--- src/rtl/fetch_unit.sv ---
// fetch_unit: instruction-fetch front end with in-flight tracking, output FIFO and redirect flush.
// Optional FETCH_HALT_ON_ZERO_EN: a captured all-zero word halts fetch until redirect or reset.
module fetch_unit #(
    parameter int                ADDR_W     = 8,
    parameter logic [ADDR_W-1:0] RESET_PC   = '0,
    parameter int                FIFO_DEPTH = 4
) (
    input  logic              pclk,
    input  logic              rst_n,
    input  logic              fetch_en,
    input  logic              redirect_valid,
    input  logic [ADDR_W-1:0] redirect_pc,
    output logic [ADDR_W-1:0] PC,
    output logic              read_en,
    input  logic [31:0]       inst,
    output logic              if_valid,
    input  logic              if_ready,
    output logic [31:0]       if_inst,
    output logic [ADDR_W-1:0] if_pc,
    output logic              halted
);
    localparam int AW = $clog2(FIFO_DEPTH);

    typedef enum logic [1:0] {IDLE, RUN, HALT} state_t;

    state_t            state_q, state_d;
    logic [ADDR_W-1:0] pc_q, pc_d, npc_q, npc_d;
    logic              rd_q, rd_d;
    logic              v1_q, v1_d, v2_q, v2_d;
    logic [ADDR_W-1:0] p1_q, p1_d, p2_q, p2_d;
    logic [31:0]       fifo_inst_q [FIFO_DEPTH];
    logic [ADDR_W-1:0] fifo_pc_q   [FIFO_DEPTH];
    logic [AW-1:0]     wp_q, rp_q;
    logic [AW:0]       cnt_q;
    logic [AW+1:0]     occ;
    logic              issue, push, pop, zero_hit;

`ifdef FETCH_HALT_ON_ZERO_EN
    assign zero_hit = v2_q && (inst == 32'h0);
    assign halted   = (state_q == HALT);
`else
    assign zero_hit = 1'b0;
    assign halted   = 1'b0;
`endif

    assign if_valid = (cnt_q != '0);
    assign if_inst  = if_valid ? fifo_inst_q[rp_q] : '0;
    assign if_pc    = if_valid ? fifo_pc_q[rp_q] : '0;
    assign PC       = pc_q;
    assign read_en  = rd_q;

    // Credits count buffered plus in-flight words, so a capture always finds room.
    always_comb begin
        occ     = (AW+2)'(cnt_q) + (AW+2)'(v1_q) + (AW+2)'(v2_q);
        issue   = (state_q == RUN) && (occ < (AW+2)'(FIFO_DEPTH)) && !zero_hit;
        push    = v2_q && !zero_hit && !redirect_valid;
        pop     = if_valid && if_ready && !redirect_valid;
        state_d = redirect_valid     ? (fetch_en ? RUN : IDLE) :
                  zero_hit           ? HALT :
                  (state_q == HALT)  ? HALT :
                  fetch_en           ? RUN : IDLE;
        rd_d    = redirect_valid ? fetch_en : issue;
        pc_d    = redirect_valid ? redirect_pc : issue ? npc_q : pc_q;
        npc_d   = redirect_valid ? redirect_pc + ADDR_W'(fetch_en) :
                  issue          ? npc_q + 1'b1 : npc_q;
        v1_d    = rd_d;
        p1_d    = pc_d;
        v2_d    = v1_q && !redirect_valid && !zero_hit;
        p2_d    = p1_q;
    end

    always_ff @(posedge pclk or negedge rst_n) begin
        if (!rst_n) begin
            state_q <= IDLE;
            pc_q    <= RESET_PC;
            npc_q   <= RESET_PC;
            rd_q    <= 1'b0;
            v1_q    <= 1'b0;
            v2_q    <= 1'b0;
            p1_q    <= '0;
            p2_q    <= '0;
        end else begin
            state_q <= state_d;
            pc_q    <= pc_d;
            npc_q   <= npc_d;
            rd_q    <= rd_d;
            v1_q    <= v1_d;
            v2_q    <= v2_d;
            p1_q    <= p1_d;
            p2_q    <= p2_d;
        end
    end

    always_ff @(posedge pclk or negedge rst_n) begin
        if (!rst_n) begin
            wp_q  <= '0;
            rp_q  <= '0;
            cnt_q <= '0;
            for (int i = 0; i < FIFO_DEPTH; i++) begin
                fifo_inst_q[i] <= '0;
                fifo_pc_q[i]   <= '0;
            end
        end else if (redirect_valid) begin
            wp_q  <= '0;
            rp_q  <= '0;
            cnt_q <= '0;
        end else begin
            if (push) begin
                fifo_inst_q[wp_q] <= inst;
                fifo_pc_q[wp_q]   <= p2_q;
                wp_q              <= wp_q + 1'b1;
            end
            if (pop)
                rp_q <= rp_q + 1'b1;
            cnt_q <= cnt_q + (AW+1)'(push) - (AW+1)'(pop);
        end
    end
endmodule

--- config.mk ---
export PLATFORM = sky130hd
export DESIGN_NAME = fetch_unit
export DESIGN_NICKNAME = d
export VERILOG_FILES = /design/src/rtl/fetch_unit.sv
export SDC_FILE = /design/constraint.sdc
export NUM_CORES = 1
export LEC_CHECK = 0
export CORE_AREA = 4 4 124 126
export DETAILED_ROUTE_END_ITERATION = 8
export DIE_AREA = 0 0 128 130
export DONT_BUFFER_PORTS = 1
export PLACE_DENSITY = 0.88
export RECOVER_POWER = 50
export REMOVE_ABC_BUFFERS = 1
export SLEW_MARGIN = 40
export SYNTH_ARGS = -nofsm -noshare
export SYNTH_HDL_FRONTEND = slang
export SYNTH_SLANG_ARGS = --single-unit
--- constraint.sdc ---
create_clock -name pclk -period 2.6 [get_ports pclk]
set_input_delay 0.26 -clock pclk [delete_from_list [all_inputs] [get_ports pclk]]
set_output_delay 0.26 -clock pclk [all_outputs]
set_load 0.02 [all_outputs]
; ---- Word-level counts from Yosys, hierarchy flattened
; Index checks and enable logic that the tools add are counted.
[totals]
register_bits = 195
out_inout_bits = 51
[classes]
n_addsub = 8
n_lt_le_gt_ge = 4
eq_ne = 2
mux = 27
bitwise = 3
reduce_logical = 12
[op_table]
columns = operator, n
row1 = 128-bit bitwise mux, 1
row2 = 32-bit 2-to-1 mux, 4
row3 = 32-bit binary-select mux with 2-bit select, 1
row4 = 32-bit demux with 2-bit select, 1
row5 = 8-bit 2-to-1 mux, 8
row6 = 32-bit bitwise mux, 1
row7 = 8-bit binary-select mux with 2-bit select, 1
row8 = 8-bit demux with 2-bit select, 1
row9 = 2-bit 2-to-1 mux, 6
row10 = 8-bit by 1-bit adder with 8-bit output, 1
row11 = "8-bit by 1-bit adder with 8-bit output, second input constant", 1
row12 = "3-bit >= comparator, second input constant", 2
row13 = 1-bit logical AND, 6
row14 = 2-bit inverter with 3-bit output, 2
row15 = 2-bit nonzero test, 3
row16 = "2-bit by 1-bit adder with 2-bit output, second input constant", 2
row17 = 3-bit by 1-bit adder with 4-bit output, 1
row18 = 4-bit by 1-bit adder with 4-bit output, 1
row19 = "4-bit by 3-bit < comparator with 1-bit output, second input constant", 1
row20 = 3-bit by 1-bit adder with 3-bit output, 1
row21 = "3-bit by 1-bit < comparator with 1-bit output, second input constant", 1
row22 = 3-bit 2-to-1 mux, 1
row23 = 3-bit nonzero test, 1
row24 = 3-bit by 1-bit subtractor with 3-bit output, 1
row25 = 6 further kinds, 7

; ---- Logic depth before layout (Yosys ltp)
[logic_depth]
word_depth = 6
mapped_depth = 11

; ---- Least setup slack after synthesis
; OpenSTA, ideal clock, no wires.
[synth_path]
path_kind = register to register
startpoint = reg cnt_q[1]
endpoint = reg cnt_q[2]
t_arrival_ns = 2.161
setup_slack_ns = 0.320
path_stages_with_launch = 12
n_path_buf = 1
synth_period_minus_slack_ns = 2.280
cell_sequence = dfrtp_1 > or3_2 > clkbuf_1 > nand2_1 > nor2_1 > ha_1 > inv_1 > ha_1 > inv_1 > fa_1 > xnor2_1 > nor2_1
[synth_via]
elab_chain_cells = 5
[synth_rtl]
columns = element, line
row1 = from (decl), 34  ; logic [AW:0] cnt_q;
row2 = from (signal assigned), 115  ; cnt_q <= cnt_q + (AW+1)'(push) - (AW+1)'(pop);
row3 = branches (longest 3 deep; another with 3-bit by 1-bit adder with 3-bit output), -
row4 = 3-bit by 1-bit subtractor with 3-bit output (*), 115
row5 = 3-bit 2-to-1 mux (*), 103  ; end else if (redirect_valid) begin
; Every way passes the cells marked *.
; A chain may end at the register's enable or synchronous reset.

; ---- Final worst setup path
[layout_path]
startpoint = reg v2_q
endpoint = reg npc_q[5]
[layout_via]
elab_chain_cells = 4
[layout_rtl]
columns = element, line
row1 = from (decl), 29  ; logic v1_q, v1_d, v2_q, v2_d;
row2 = from (signal assigned), 88  ; v2_q <= v2_d;
row3 = 4-bit by 1-bit adder with 4-bit output, 54  ; occ = (AW+2)'(cnt_q) + (AW+2)'(v1_q) + (AW+2)'(v2_q);
row4 = 4-bit by 3-bit < comparator with 1-bit output, 55  ; issue = (state_q == RUN) && (occ < (AW+2)'(FIFO_DEPTH)) && !zero_hit;
row5 = 1-bit logical AND, 55
row6 = 2-bit nonzero test (no source line), -
row7 = to (signal assigned), 85  ; npc_q <= npc_d;
row8 = to (decl), 27  ; logic [ADDR_W-1:0] pc_q, pc_d, npc_q, npc_d;
; No other way between the ends.

==> impl_metrics.tcl <==
set metrics [dict create \
    synth_area_mm2 0.00886 \
    viasPerCell 5.99 \
    synth-adder-area-share 0.0178 \
    synth_top_family_by_area "multiplexers" \
    ant_nets 0 \
    critPathLaunchType "flop" \
    synthTopCellsByArea "dfrtp_1 (55%), mux2_2 (22%), mux4_2 (10%)" \
    finalWeightedCongestion 0.799 \
    synthCells 591 \
    multi_input_area_mm2 0.00381 \
    ys_async_sr_fraction 1.00 \
    finalNetCount 685 \
    grt.total_usage 0.226 \
    ir_worst_vdd_v 0.000574 \
    violations "negative hold slack" \
    synth_top_area_cell "dfrtp_1" \
    drv_slew 0 \
    floorplan.initialDensity 0.619 \
    seqCellArea_mm2 0.00488 \
    antenna_found_initial 0 \
    area_delta_synth_final_pct 14.8 \
    finalClockSkew_ns 0.00575 \
    syn-mean-instance-area_um2 15.0 \
    ys_top_cells_by_count "dfrtp_1 (195), mux2_2 (174), and2_1 (40), mux4_2 (40), clkbuf_1 (26)" \
    drt_wl_total_um 17500 \
    rows 44 \
    io-pin-count 96 \
    r2r-start "v2_q" \
    drtIter0Drc 330 \
    reg2reg_to "npc_q[5]" \
    firstDrtPassIters 4 \
    vias 4938 \
    synthSimpleGateAreaFrac 0.0607 \
    cts_root_buffer "clkbuf_16" \
    fill_cells 901 \
    ys_seq_area_frac 0.551 \
    grt_pass1_vias 5560 \
    clkLatencyLatePin_ns 0.43 \
    cts_sinks 195 \
    post-dp-hpwl_um 10700 \
    status "finished with violations" \
    overflow 0 \
    finalNonFillerCells 825 \
    hp-class "input port to asynchronous set/reset pin" \
    crit_path_end_kind "flop" \
    num_antenna_cells 0 \
    die_x_um 128 \
    hold_violations 195 \
    dpl_cell_area_mm2 0.00907 \
    reg2reg_setup_slack_ns 0.16 \
    numPlacedInstances 751 \
    die-area_mm2 0.0166 \
    fp.dieH_um 130 \
    worst_r2r_path_depth 6 \
    max_freq_mhz 410 \
    htree_levels 4 \
    worstPathRequired_ns 2.96 \
    io_buffers 0 \
    power.leakage_uw 0.00461 \
    wl_per_cell_um 21.2 \
    cts_tree "done" \
    fin_hold_ws_ns -0.475 \
    min_period_over_period 0.939 \
    worst_pin_slew_ns 0.611 \
    crit_type "flop to flop" \
    drc 0 \
    slew_headroom 0.592 \
    clock_path_buffers 2 \
    max_cap_violations 0 \
    hold_buffers 42 \
    synthXorXnorAreaFrac 0.0148 \
    yosys_warnings 0 \
    drive_gt1_frac 0.415 \
    crit_fanout 10 \
    synth_compound_area_frac 0.00833 \
    postCtsSetupRepairBufs 0 \
    setup_viol 0 \
    synth_edf_count 0 \
    path_clk_slew_ns 0.07 \
    yosys_most_used_dff "dfrtp_1" \
    final_cell_area_mm2 0.0102 \
    grt_max_degree 196 \
    synth-seq-cells 195 \
    design.core.area_mm2 0.0143 \
    arrival_ns 2.80 \
    grt_first_pass_wirelength_um 29100 \
    yosys-mux-area-fraction 0.326 \
    period_needed_ns 2.44 \
    rsz0062_at_grt "false" \
    power.density_mw_per_mm2 999 \
    synth_most_common_cell "dfrtp_1" \
    netlist.area_leader.share 0.551 \
    synth_cell_types 37 \
    numCtsBuffers 17 \
]
## kinds of logic after synthesis
logic type | after synthesis
flip-flops | 195
AND/OR/NAND/NOR | 97
buffers and inverters | 43
other | 1
multiplexers | 217
AO/OA/AOI/OAI | 11
XOR/XNOR | 15
adder cells (fa/ha/maj) | 12
## how the worst max path moves through the flow
stage          depth (start not counted)     from         end  slack, ns
2_1_floorplan                          2  rp_q[0]  if_inst[0]      -0.24
3_3_place_gp                           6     v2_q     p1_q[4]       0.21
3_5_place_dp                           6     v2_q     p1_q[4]       0.12
4_1_cts                                6     v2_q     p1_q[4]        0.1
5_1_grt                                6     v2_q    npc_q[5]       0.07
6_report                               6     v2_q    npc_q[5]       0.16
## placed cells by master, fill, tap and decap left out, types with 9 or more instances in the layout
cell type,n
mux4_2,40
nand2_1,13
mux2_2,174
ha_1,11
dlygate4sd3_1,41
xnor2_1,10
clkbuf_16,17
dfrtp_1,193
nor2_1,11
and2_1,40
buf_4,9
## layer usage
layer / share of wire / track usage
met5: 0 / 0
met4: 0.016 / 0.0718
met3: 0.044 / 0.0589
met2: 0.53 / 0.389
met1: 0.41 / 0.283
## repair_timing
action                     in CTS  in global routing
gates resized for setup         0                  1
hold endpoints to repair      350                195
setup endpoints to repair       0                  6
## state kept, by name, indices dropped and copies added, names as in the netlist
register and cells:
fifo_inst_q 128, fifo_pc_q 32, npc_q 8, p1_q 8, p2_q 8, cnt_q 3
rp_q 2, state_q 2, wp_q 2, v1_q 1, v2_q 1
## critical path: stages, from the launching register on
cell     delay [ns]
dfrtp_1        0.44
ha_1           0.30
a21oi_1        0.08
o31a_1         0.31
or3_1          0.56
or4b_1         0.58
nand3_1        0.11
## layout make-up
| class | instances | share of cell area |
|---|---|---|
| Timing Repair Buffer | 55 | 0.0538 |
| Inverter | 6 | 0.00221 |
| Multi-Input combinational cell | 353 | 0.374 |
| Clock buffer | 19 | 0.0445 |
| Sequential cell | 195 | 0.480 |
| Clock inverter | 13 | 0.0225 |
| Tap cell | 184 | 0.0226 |
## per-stage QoR
step,setup WS [ns],TNS (ns),power [uW],util
3_3_place_gp,0.206,0,6990,0.634
2_1_floorplan,-0.240,-9.62,6510,-
3_5_place_dp,0.116,0,7190,0.634
6_report,0.159,0,10200,0.711
5_1_grt,0.0690,0,10700,0.711
4_1_cts,0.0997,0,10200,0.711
## where the power goes
| part | total (uW) | internal, uW | switching (uW) |
|---|---|---|---|
| combinational | 2930 | 1480 | 1440 |
| clock | 2970 | 1850 | 1120 |
| sequential | 4260 | 3780 | 487 |
Power figures use the tool's default switching activity.
